==> config.mk <==
export PLATFORM = sky130hd
export DESIGN_NAME = adder_pipe_flat
export DESIGN_NICKNAME = d
export VERILOG_FILES = /design/src/rtl/adder_pipe_if.sv /design/src/rtl/adder_pipe.sv /design/src/flat_wrapper.sv
export SDC_FILE = /design/constraint.sdc
export NUM_CORES = 1
export LEC_CHECK = 0
export ABC_CLOCK_PERIOD_IN_PS = 13900
export CELL_PAD_IN_SITES_DETAIL_PLACEMENT = 1
export CELL_PAD_IN_SITES_GLOBAL_PLACEMENT = 1
export CORE_ASPECT_RATIO = 0.8
export CORE_MARGIN = 5
export CORE_UTILIZATION = 48
export CTS_BUF_LIST = sky130_fd_sc_hd__clkbuf_2
export CTS_CLUSTER_SIZE = 8
export DETAILED_ROUTE_END_ITERATION = 16
export GPL_TIMING_DRIVEN = 0
export PLACE_DENSITY = 0.83
export SLEW_MARGIN = 5
export SYNTH_ARGS = -nofsm -noshare
export SYNTH_HDL_FRONTEND = slang
export SYNTH_SLANG_ARGS = --single-unit
==> constraint.sdc <==
create_clock -name i_clk -period 13.9 [get_ports i_clk]
set_clock_uncertainty 0.15 [all_clocks]
set_input_delay 4.17 -clock i_clk [delete_from_list [all_inputs] [get_ports i_clk]]
set_output_delay 4.17 -clock i_clk [all_outputs]
set_load 0.02 [all_outputs]
==> src/rtl/adder_pipe_if.sv <==
// ---------------------------------------------------------------------------
// adder_pipe_if
//
// Handshake and data bundle for adder_pipe.
//
// Valid/ready rule, on both sides: a beat moves on a rising clock edge when
// its valid and the matching ready are both high in the cycle before that
// edge. Valid never waits for ready. The producer holds its payload for as
// long as valid stays high and no transfer has happened. o_ready is derived
// from i_ready and pipeline occupancy only, so it never depends on i_valid.
//
//   input side  : i_valid, o_ready, i_a, i_b, i_c, i_sub
//   output side : o_valid, i_ready, o_s, o_c, o_ovf
//
// modport slave  : the adder's view
// modport master : the view of the environment that drives operands and
//                  consumes results
// ---------------------------------------------------------------------------
interface adder_pipe_if #(
    parameter int BW_DATA = 32
);
    // Operand side
    logic               i_valid;
    logic               o_ready;
    logic [BW_DATA-1:0] i_a;
    logic [BW_DATA-1:0] i_b;
    logic               i_c;
    logic               i_sub;

    // Result side
    logic               o_valid;
    logic               i_ready;
    logic [BW_DATA-1:0] o_s;
    logic               o_c;
    logic               o_ovf;

    modport slave (
        input  i_valid, i_a, i_b, i_c, i_sub, i_ready,
        output o_ready, o_valid, o_s, o_c, o_ovf
    );

    modport master (
        output i_valid, i_a, i_b, i_c, i_sub, i_ready,
        input  o_ready, o_valid, o_s, o_c, o_ovf
    );
endinterface

==> src/rtl/adder_pipe.sv <==
// ---------------------------------------------------------------------------
// adder_pipe
//
// Pipelined adder/subtractor. The BW_DATA-bit carry chain is cut into
// N_STAGE chunks of BW_CHUNK = BW_DATA/N_STAGE bits. Stage k adds chunk k.
//
//   add : {o_c, o_s} = a + b + c
//   sub : {o_c, o_s} = a + ~b + ~c   (o_s = a - b - c, o_c = NOT borrow)
//   o_ovf : signed two's-complement overflow of the final result
//
// Ports
//   i_clk : clock; all state changes on its rising edge
//   i_rst : asynchronous, active-high reset; clears all state and drops beats
//   bus   : adder_pipe_if.slave (operand and result handshakes, data)
//
// Stage register contents (stage k):
//   v_q      : stage holds a beat
//   s_q      : completed sum chunks 0..k, (k+1)*BW_CHUNK bits
//   c_q      : carry out of chunk k
//   a_rem_q  : operand A chunks k+1..N_STAGE-1, not yet added
//   bp_rem_q : B' chunks k+1..N_STAGE-1 (B' = ~B when subtracting)
// The operand remainders shrink by one chunk per stage, and the completed
// sum grows by one chunk per stage. The last stage holds the full result,
// which drives the output directly, so the outputs stay stable during a
// stall.
//
// Flow control collapses bubbles. A stage loads when it is empty or when
// its content leaves this cycle. The last stage's content leaves when
// i_ready is high. Stage k-1's content leaves when stage k loads.
// ---------------------------------------------------------------------------
module adder_pipe #(
    parameter int BW_DATA = 32,
    parameter int N_STAGE = 4
) (
    input  logic         i_clk,
    input  logic         i_rst,
    adder_pipe_if.slave  bus
);

    localparam int BW_CHUNK = BW_DATA / N_STAGE;

    if ((N_STAGE < 1) || (N_STAGE > BW_DATA) || ((BW_DATA % N_STAGE) != 0)) begin : g_bad_param
        $error("adder_pipe: BW_DATA must be a multiple of N_STAGE and 1 <= N_STAGE <= BW_DATA");
    end

    logic [N_STAGE-1:0] valid_q;   // occupancy of each stage
    logic [N_STAGE-1:0] load;      // stage k captures its upstream content

    // ------------------------------------------------------------------
    // Load enables, computed from the output end back to the input.
    // "take" means that the stage downstream of k will empty this cycle.
    // For the last stage, "take" is i_ready.
    // ------------------------------------------------------------------
    always_comb begin
        logic take;
        take = bus.i_ready;
        load = '0;
        for (int k = N_STAGE - 1; k >= 0; k--) begin
            load[k] = ~valid_q[k] | take;
            take    = load[k];
        end
    end

    assign bus.o_ready = load[0];
    assign bus.o_valid = valid_q[N_STAGE-1];

    // ------------------------------------------------------------------
    // Stages
    // ------------------------------------------------------------------
    for (genvar k = 0; k < N_STAGE; k++) begin : g_stage
        localparam int IN_W  = BW_DATA - k * BW_CHUNK;   // operand bits still to add
        localparam int OUT_W = (k + 1) * BW_CHUNK;       // sum bits complete after this stage

        logic [IN_W-1:0]     a_in;
        logic [IN_W-1:0]     bp_in;
        logic                cin;
        logic                vin;
        logic [BW_CHUNK:0]   chunk_sum;
        logic [OUT_W-1:0]    s_next;

        logic                v_q;
        logic                c_q;
        logic [OUT_W-1:0]    s_q;

        if (k == 0) begin : g_src
            // In subtract mode, B is inverted and the borrow-in becomes
            // carry-in = ~i_c. This makes the chain compute a + ~b + ~c.
            assign a_in   = bus.i_a;
            assign bp_in  = bus.i_sub ? ~bus.i_b : bus.i_b;
            assign cin    = bus.i_sub ? ~bus.i_c : bus.i_c;
            assign vin    = bus.i_valid;
            assign s_next = chunk_sum[BW_CHUNK-1:0];
        end else begin : g_src
            assign a_in   = g_stage[k-1].g_rem.a_rem_q;
            assign bp_in  = g_stage[k-1].g_rem.bp_rem_q;
            assign cin    = g_stage[k-1].c_q;
            assign vin    = g_stage[k-1].v_q;
            assign s_next = {chunk_sum[BW_CHUNK-1:0], g_stage[k-1].s_q};
        end

        assign chunk_sum = {1'b0, a_in[BW_CHUNK-1:0]}
                         + {1'b0, bp_in[BW_CHUNK-1:0]}
                         + {{BW_CHUNK{1'b0}}, cin};

        // When a bubble is loaded, only the valid bit is cleared. The data
        // registers keep their old contents.
        always_ff @(posedge i_clk or posedge i_rst) begin
            if (i_rst) begin
                v_q <= 1'b0;
                c_q <= 1'b0;
                s_q <= '0;
            end else if (load[k]) begin
                v_q <= vin;
                if (vin) begin
                    c_q <= chunk_sum[BW_CHUNK];
                    s_q <= s_next;
                end
            end
        end

        assign valid_q[k] = v_q;

        if (k < N_STAGE - 1) begin : g_rem
            // Upper chunks that have not been added yet move to the next
            // stage. Each stage drops the chunk it has just consumed.
            logic [IN_W-BW_CHUNK-1:0] a_rem_q;
            logic [IN_W-BW_CHUNK-1:0] bp_rem_q;

            always_ff @(posedge i_clk or posedge i_rst) begin
                if (i_rst) begin
                    a_rem_q  <= '0;
                    bp_rem_q <= '0;
                end else if (load[k] && vin) begin
                    a_rem_q  <= a_in[IN_W-1:BW_CHUNK];
                    bp_rem_q <= bp_in[IN_W-1:BW_CHUNK];
                end
            end
        end else begin : g_out
            // The last chunk holds the operand sign bits. Overflow occurs
            // when A and B' have the same sign and the sum has the other
            // sign.
            logic ovf_q;

            always_ff @(posedge i_clk or posedge i_rst) begin
                if (i_rst) begin
                    ovf_q <= 1'b0;
                end else if (load[k] && vin) begin
                    ovf_q <= (a_in[IN_W-1] == bp_in[IN_W-1])
                          && (chunk_sum[BW_CHUNK-1] != a_in[IN_W-1]);
                end
            end

            assign bus.o_s   = s_q;
            assign bus.o_c   = c_q;
            assign bus.o_ovf = ovf_q;
        end
    end

endmodule

==> src/flat_wrapper.sv <==
// flat-port wrapper written by rule: the top's interface ports become plain ports
module adder_pipe_flat 
#(
    parameter int BW_DATA = 32,
    parameter int N_STAGE = 4
)
  (i_clk, i_rst, bus_i_valid, bus_i_a, bus_i_b, bus_i_c, bus_i_sub, bus_i_ready, bus_o_ready, bus_o_valid, bus_o_s, bus_o_c, bus_o_ovf);
  adder_pipe_if #(.BW_DATA(BW_DATA)) bus_i ();
  input  logic i_clk;
  input  logic i_rst;
  input wire logic [$bits(bus_i.i_valid)-1:0] bus_i_valid;
  input wire logic [$bits(bus_i.i_a)-1:0] bus_i_a;
  input wire logic [$bits(bus_i.i_b)-1:0] bus_i_b;
  input wire logic [$bits(bus_i.i_c)-1:0] bus_i_c;
  input wire logic [$bits(bus_i.i_sub)-1:0] bus_i_sub;
  input wire logic [$bits(bus_i.i_ready)-1:0] bus_i_ready;
  output wire logic [$bits(bus_i.o_ready)-1:0] bus_o_ready;
  output wire logic [$bits(bus_i.o_valid)-1:0] bus_o_valid;
  output wire logic [$bits(bus_i.o_s)-1:0] bus_o_s;
  output wire logic [$bits(bus_i.o_c)-1:0] bus_o_c;
  output wire logic [$bits(bus_i.o_ovf)-1:0] bus_o_ovf;
  assign bus_i.i_valid = bus_i_valid;
  assign bus_i.i_a = bus_i_a;
  assign bus_i.i_b = bus_i_b;
  assign bus_i.i_c = bus_i_c;
  assign bus_i.i_sub = bus_i_sub;
  assign bus_i.i_ready = bus_i_ready;
  assign bus_o_ready = bus_i.o_ready;
  assign bus_o_valid = bus_i.o_valid;
  assign bus_o_s = bus_i.o_s;
  assign bus_o_c = bus_i.o_c;
  assign bus_o_ovf = bus_i.o_ovf;
  adder_pipe #(.BW_DATA(BW_DATA), .N_STAGE(N_STAGE)) u_core (.i_clk(i_clk), .i_rst(i_rst), .bus(bus_i));
endmodule
[Word level (Yosys, flattened, before mapping)]
Index checks and enable logic that the tools add are counted.
W data, S select, Z words.
Cells by class
  add/sub/neg operators: 8
  multiply operators: 0
  divide/modulo/power cells: 0
  magnitude comparators: 0
  eq/ne operators: 2
  shifts and indexed selects: 0
  mux-type cells: 2
  bitwise gates (word level): 10
  reduce and logical (&&, ||, !) cells: 9
Operators by type and width (count)
  $add A8 B8 Y9: 4
  $add A9 B1 Y9: 4
  $mux W32: 1
  $not A32 Y32: 1
  $reduce_and A2 Y1: 4
  $logic_and A1 B1 Y1: 5
  $not A1 Y1: 5
  $or A1 B1 Y1: 4
  $eq A1 B1 Y1: 1
  $mux W1: 1
  $ne A1 B1 Y1: 1
Storage, ports and cells
  register bits after elaboration: 185
  latch bits: 0
  memory bits (writable): 0
  bits in read-only memories: 0
  bits of input ports: 70
  output and inout bits: 36
  word-level logic and storage cells: 50
  memories: 0

[Longest topological paths before layout]
Gate-level depths: netlist of run 1.
  word-level depth: 6
  mapped depth: 10
  gate-level depth less buffers: 8

[Worst setup path after synthesis of run 1]
No wires, ideal clock.
  kind: input to output
  from: input port bus_i_ready
  to: output port bus_o_ready
  arrival time: 4.669 ns
  data required time: 9.580 ns
  path slack: 4.911 ns
  cell stages on the path: 2
  path buffers: 0
  cells stage by stage: and4b_1 -> nand2_1
On the way
  longest elaborated chain between the ends: 4
RTL lines
  start, declared: line flat_wrapper.sv:16  | input wire logic [$bits(bus_i.i_ready)-1:0] bus_i_ready;
  $or A1 B1 Y1 (4 in a row): line adder_pipe.sv:59  | load[k] = ~valid_q[k] | take;
  end, declared: line flat_wrapper.sv:17  | output wire logic [$bits(bus_i.o_ready)-1:0] bus_o_ready;
Every way passes these cells.

[Worst setup path in the final report of run 1]
Ends and elaborated chain as after synthesis.

==> impl_metrics.json, run 1 <==
{
  "nNetsFinal": 1098,
  "holdPathEnd": "u_core.g_stage[1].g_rem.bp_rem_q[9]$_DFFE_PP0P_",
  "vias": 6406,
  "first_global_vias": 6573,
  "r2r_cells": 6,
  "ios": 106,
  "setup_violations": 0,
  "holdPathStages": 2,
  "synth_compound_area_share_pct": 9.75,
  "fin_util_pct": 57.9,
  "gp_congestion": 0.852,
  "place.detailed.hpwl_um": 16300,
  "synth_area_sq_mm": 0.00851,
  "cp_common_cell": "clkdlybuf4s50_1",
  "antenna_found_initial": 1,
  "min_from": "u_core.g_stage[0].g_rem.bp_rem_q[17]$_DFFE_PP0P_",
  "wirelength_um": 21000,
  "start_kind": "primary input",
  "tightestPinTransition_ns": 0.576,
  "fin_cells": 1229,
  "drc": 0,
  "die_y_um": 129,
  "setup_tns_ns": 0,
  "path_max_fanout": 5,
  "synth_cells": 868,
  "synth_edf_count": 0,
  "die_x_um": 159,
  "dieArea_sq_mm": 0.0205,
  "hold_buffers": 0,
  "arrival_ns": 5.83,
  "status": "finished clean",
  "clk_pin_slew_worst_paths_ns": 0.26,
  "crit_chain": "clkdlybuf4s50_1 > and4b_1 > nand2_1 > clkdlybuf4s50_1",
  "vias_per_cell": 5.21,
  "clock_path_buffers": 2,
  "grt_pass1_wl_um": 34300,
  "whs_ns": 0.343,
  "drt-initial-drc-count": 388,
  "syn2layout_area_growth_pct": 18.3,
  "grt_use_total_pct": 20.9,
  "async_reset_ff_share_pct": 100,
  "relSlewSlack_pct": 61.6,
  "synth_top_family_by_area": "simple AND/OR/NAND/NOR gates",
  "r2r_start": "u_core.g_stage[0].g_rem.bp_rem_q[0]$_DFFE_PP0P_",
  "r2r_slack_ns": 11.32,
  "cts_tree": "done",
  "synth_nets": 974,
  "synth_warnings": 0,
  "cp_slowest_stage_delay_ns": 0.57,
  "grt_max_degree": 106,
  "fill_cells": 1992,
  "layout_min_cycle_time_ns": 10.15,
  "min_path_type": "reg2reg",
  "post_cts_buffers": 0,
  "drv_slew": 0,
  "seq_area_sq_mm": 0.00463,
  "maxCapViolCount": 0,
  "period_share_pct": 73.0,
  "first_pass_iters": 5,
  "ys_seq_elements": 185,
  "yosysSeqAreaShare_pct": 54.4,
  "drive_gt1_share_pct": 10.2,
  "finalHoldViolations": 0,
  "ys.flop_type": "dfrtp_1",
  "grt_overflow": 0,
  "portBuffers": 104,
  "required_ns": 9.58,
  "muxShareOfSynthArea_pct": 3.44,
  "yosys.area_share.simple_pct": 19.3,
  "fmax_ghz": 0.0986,
  "ant_nets": 0,
  "start_util_pct": 49.0,
  "slowest_stage": "clkdlybuf4s50_1",
  "multi_input_area_sq_mm": 0.00364,
  "clock_latency_ns": 0.76,
  "detail_route.wl_per_cell_um": 17.1,
  "clock_sinks": 185,
  "dp.cells": 1198,
  "core_sq_mm": 0.0174,
  "crit_type": "in2out",
  "synth_cell_type_count": 57,
  "rsz0062_at_grt": "no",
  "p_leak_uw": 0.00489,
  "endpoint_kind": "output port",
  "ir_drop_uv": 56.8,
  "syn_avg_cell_area_sq_um": 9.81,
  "fp-row-count": 43,
  "cts_root_buf": "clkbuf_2",
  "regToRegEndpoint": "u_core.g_stage[1].s_q[14]$_DFFE_PP0P_",
  "numCtsBuffers": 17,
  "synth_fa_ha_area_share_pct": 6.00,
  "postCtsResizedCells": 0,
  "power_density_mw_per_mm2": 167,
  "h-tree-depth": 4,
  "synth_xor_area_share_pct": 4.32
}
==> worst max-delay path, delay by kind of cell <==
kind / cells / cell delay, ns
buffers and inverters: 2 / 1.07
and+or+nand+nor: 2 / 0.59
==> cells in the mapped netlist (2+ instances only) <==
| cell | n | area, sq um |
|---|---|---|
| nand2_1 | 357 | 1340 |
| dfrtp_1 | 185 | 4630 |
| o21ai_0 | 43 | 215 |
| ha_1 | 28 | 350 |
| xnor2_1 | 28 | 245 |
| mux2_2 | 26 | 293 |
| buf_2 | 23 | 115 |
| xor2_1 | 14 | 123 |
| a21oi_1 | 13 | 65.1 |
| inv_1 | 12 | 45.0 |
| o211ai_1 | 11 | 82.6 |
| clkbuf_1 | 8 | 30.0 |
| fa_1 | 8 | 160 |
| nor2_1 | 8 | 30.0 |
| o21a_1 | 8 | 60.1 |
| a211oi_1 | 6 | 45.0 |
| nor3_1 | 6 | 30.0 |
| o31ai_1 | 6 | 45.0 |
| a21o_1 | 5 | 37.5 |
| and2_1 | 5 | 31.3 |
| buf_4 | 5 | 37.5 |
| nand2b_1 | 5 | 31.3 |
| nor2b_1 | 4 | 25.0 |
| a211o_1 | 3 | 26.3 |
| a31o_2 | 3 | 26.3 |
| nand3b_1 | 3 | 22.5 |
| o22ai_1 | 3 | 18.8 |
| o311ai_0 | 3 | 26.3 |
| or2_2 | 3 | 18.8 |
| or3_1 | 3 | 18.8 |
| a2111o_1 | 2 | 22.5 |
| nand3_1 | 2 | 10.0 |
| nor4_1 | 2 | 12.5 |
| o21bai_1 | 2 | 15.0 |
| o31a_1 | 2 | 17.5 |
| or4_1 | 2 | 15.0 |
==> power by group <==
part / internal [uW] / switching (uW)
Sequential: 701 / 111
Clock: 64.4 / 184
Combinational: 288 / 334
==> worst max-delay path by stage <==
stage / from / to / slack [ns]
CTS: bus_i_ready / bus_o_ready / 3.78
floorplan: i_rst / u_core.bus.o_c$_DFFE_PP0P_ / 4.55
finish: bus_i_ready / bus_o_ready / 3.75
global route: bus_i_ready / bus_o_ready / 3.71
detailed placement: bus_i_ready / bus_o_ready / 3.79
global placement: i_rst / u_core.bus.o_s[10]$_DFFE_PP0P_ / 2.12
==> layer usage <==
layer  global-route usage, %  wire length (um)  up-vias
li1                        -                 -     3123
met1                    31.4             10700     3124
met2                    31.5              9190      140
met3                    3.78               878       19
met4                    5.47               256        0
met5                       0                 0        -
==> registers in the layout (all words and copies together) (netlist names) <==
signal and count:
u_core.g_stage.g_rem.a_rem_q 48, u_core.g_stage.s_q 48, u_core.bus.o_s 32, u_core.g_stage.g_rem.bp_rem_q 48, u_core.bus.o_c 1, u_core.g_stage.v_q 3
u_core.bus.o_ovf 1, u_core.g_stage.c_q 3, u_core.bus.o_valid 1
==> kinds of logic after synthesis <==
group           Yosys count
simple gates            406
mux                      26
buf+inv                  50
flops                   185
fa+ha+maj                36
xor+xnor                 42
compound gates          123
==> placed cells by master (no fill, tap or decap), types with 3 or more instances in the layout <==
master | Yosys | final
nand2_1 | 357 | 357
dfrtp_1 | 185 | 185
or2_2 | 3 | 3
o311ai_0 | 3 | 3
nor2_1 | 8 | 8
a21oi_1 | 13 | 13
a31o_2 | 3 | 3
buf_2 | 23 | 23
buf_4 | 5 | 5
nand2b_1 | 5 | 5
a211oi_1 | 6 | 6
inv_1 | 12 | 11
nand3b_1 | 3 | 3
nor2b_1 | 4 | 4
fa_1 | 8 | 8
and2_1 | 5 | 5
clkdlybuf4s50_1 | 0 | 104
or3_1 | 3 | 3
o21a_1 | 8 | 8
xnor2_1 | 28 | 28
clkbuf_1 | 8 | 8
ha_1 | 28 | 28
a21o_1 | 5 | 5
o22ai_1 | 3 | 3
mux2_2 | 26 | 26
clkbuf_2 | 0 | 19
o21ai_0 | 43 | 43
a211o_1 | 3 | 3
clkinv_4 | 0 | 3
xor2_1 | 14 | 14
o31ai_1 | 6 | 6
nor3_1 | 6 | 6
o211ai_1 | 11 | 11
==> area by class of cell <==
cell class,instances,share of cell area [%]
flip-flops and latches,185,46.0
multi-input cells,633,36.2
repair buffers,105,10.6
well taps,225,2.80
plain buffers,37,1.93
clock inverters,11,1.01
clock buffers,19,0.944
inverters,13,0.559
diodes,1,0.0249
==> through the flow <==
step                setup slack (ns)  total power [uW]  area, sq um
global route                    3.71              1800        10100
detailed placement              3.79              1450         9870
floorplan                       4.55              1190         8510
finish                          3.75              1680        10100
global placement                2.12              1410         9830
CTS                             3.78              1690        10100
No activity file was read; power rests on OpenSTA's default activity.
==> run 2: changes to the inputs <==
- ABC_CLOCK_PERIOD_IN_PS: 13900 -> 9800
- CORE_UTILIZATION: 48 -> 45
- PLACE_DENSITY: 0.83 -> 0.79
- clock period: 13.9 -> 9.8 ns (I/O delays scaled with it)
==> run 2 against run 1 <==
Sequential power rose by 42%. Global-route usage fell by 0.28 points. Die area rose by 6.2%. Worst hold slack improved by 0.0039 ns. Register-to-register slack got worse by 4.2 ns. Setup slack got worse by 1.6 ns. Largest power group unchanged.
==> impl_metrics.json, run 2 (synthesis gave the netlist of run 1 again) <==
{
  "cts_root_buf": "clkbuf_2",
  "reg_top3": "u_core.g_stage.g_rem.a_rem_q (48), u_core.g_stage.g_rem.bp_rem_q (48), u_core.g_stage.s_q (48)",
  "crit_chain": "clkdlybuf4s50_1 > and4b_1 > nand2_1 > clkdlybuf4s50_1",
  "antenna_found_initial": 1,
  "grt_pass1_wl_um": 35400,
  "crit_type": "in2out",
  "clock_latency_ns": 0.74,
  "fmax_ghz": 0.131,
  "required_ns": 6.71,
  "hold_buffers": 0,
  "status": "finished clean",
  "portBuffers": 104,
  "nNetsFinal": 1098,
  "vias": 6368,
  "fp-row-count": 45,
  "grt_overflow": 0,
  "drc": 0,
  "ant_nets": 0,
  "clock_path_buffers": 2,
  "die_y_um": 133,
  "layout_common_cells": "357 x nand2_1, 185 x dfrtp_1, 104 x clkdlybuf4s50_1",
  "postCtsResizedCells": 0,
  "slowest_stage": "clkdlybuf4s50_1",
  "ios": 106,
  "relSlewSlack_pct": 57.7,
  "first_pass_iters": 4,
  "dieArea_sq_mm": 0.0218,
  "detail_route.wl_per_cell_um": 17.1,
  "drv_slew": 0,
  "power_density_mw_per_mm2": 246,
  "die_x_um": 164,
  "fill_cells": 2173,
  "clock_sinks": 185,
  "path_buf_inv": 2,
  "grt_max_degree": 99,
  "min_path_type": "reg2reg",
  "wirelength_um": 21500,
  "finalHoldViolations": 0,
  "drive_gt1_share_pct": 10.4,
  "numCtsBuffers": 17,
  "grt_use_total_pct": 20.6,
  "tightestPinTransition_ns": 0.635,
  "clk_pin_slew_worst_paths_ns": 0.27,
  "setup_violations": 0,
  "crit_family": "buffers and inverters",
  "final_common_cell": "nand2_1",
  "start_kind": "primary input",
  "p_leak_uw": 0.00495,
  "drt-initial-drc-count": 353,
  "period_share_pct": 77.9,
  "arrival_ns": 4.55,
  "cts_tree": "done",
  "cp_slowest_stage_delay_ns": 0.56,
  "syn2layout_area_growth_pct": 20.3,
  "post_cts_buffers": 0,
  "first_global_vias": 6682,
  "ir_drop_uv": 90.9,
  "rsz0062_at_grt": "no",
  "path_max_fanout": 5,
  "gp_congestion": 0.813,
  "cp_common_cell": "clkdlybuf4s50_1",
  "multi_input_area_sq_mm": 0.00364,
  "h-tree-depth": 4,
  "vias_per_cell": 5.04,
  "dp.cells": 1231,
  "maxCapViolCount": 0,
  "core_sq_mm": 0.0188,
  "start_util_pct": 45.3,
  "seq_area_sq_mm": 0.00463,
  "endpoint_kind": "output port",
  "fin_cells": 1263,
  "fin_util_pct": 54.5,
  "place.detailed.hpwl_um": 16700,
  "layout_min_cycle_time_ns": 7.64
}
run 2: final cells by class:
class | count | area share [%]
clock buffers | 17 | 0.831
flip-flops and latches | 185 | 45.2
repair buffers | 105 | 10.4
plain buffers | 37 | 1.89
inverters | 13 | 0.550
diodes | 1 | 0.0244
multi-input cells | 633 | 35.5
clock inverters | 14 | 2.38
well taps | 258 | 3.15
run 2: path summary, 6_finish.rpt:
path / start / end / slack, ns / cells after the start
setup / recovery: bus_i_ready / bus_o_ready / 2.16 / 4
hold reg to reg: u_core.g_stage[1].s_q[3]$_DFFE_PP0P_ / u_core.g_stage[2].s_q[3]$_DFFE_PP0P_ / 0.35 / 2
max in group asynchronous: i_rst / u_core.bus.o_s[1]$_DFFE_PP0P_ / 6.14 / 3
hold / removal: u_core.g_stage[1].s_q[3]$_DFFE_PP0P_ / u_core.g_stage[2].s_q[3]$_DFFE_PP0P_ / 0.35 / 2
min in group asynchronous: i_rst / u_core.g_stage[0].g_rem.a_rem_q[19]$_DFFE_PP0P_ / 2.46 / 2
setup reg to reg: u_core.g_stage[0].g_rem.bp_rem_q[0]$_DFFE_PP0P_ / u_core.g_stage[1].s_q[14]$_DFFE_PP0P_ / 7.13 / 6
run 2: worst register-to-register path, delay by kind of cell, from the launching register on:
| family | cells | cell delay [ns] |
|---|---|---|
| fa+ha+maj | 2 | 0.98 |
| compound gates | 4 | 1.02 |
| flops | 1 | 0.49 |
run 2: metal layers:
layer	vias up	share of wire [%]	GRT usage, %
met3	14	3.5	3.49
li1	3117	-	-
met2	110	44	31.6
met5	-	0	0
met4	0	1.1	4.89
met1	3127	51	30.7
run 2: report_power, final:
group	leakage (uW)	switching [uW]	internal, uW	total (uW)
combinational	0.00247	474	409	884
sequential	0.00229	157	994	1150
clock	0.000183	269	220	489
run 2: per-stage QoR:
step,hold WS [ns],worst slack [ns],cell area [sq um],power (uW),setup TNS [ns]
2_1_floorplan,0.280,1.68,8510,1680,0
5_1_grt,0.354,2.05,10200,2700,0
3_5_place_dp,0.304,2.16,9910,2060,0
6_report,0.347,2.16,10200,2520,0
4_1_cts,0.337,2.14,10200,2550,0
3_3_place_gp,0.298,-0.819,9880,2000,-149.57
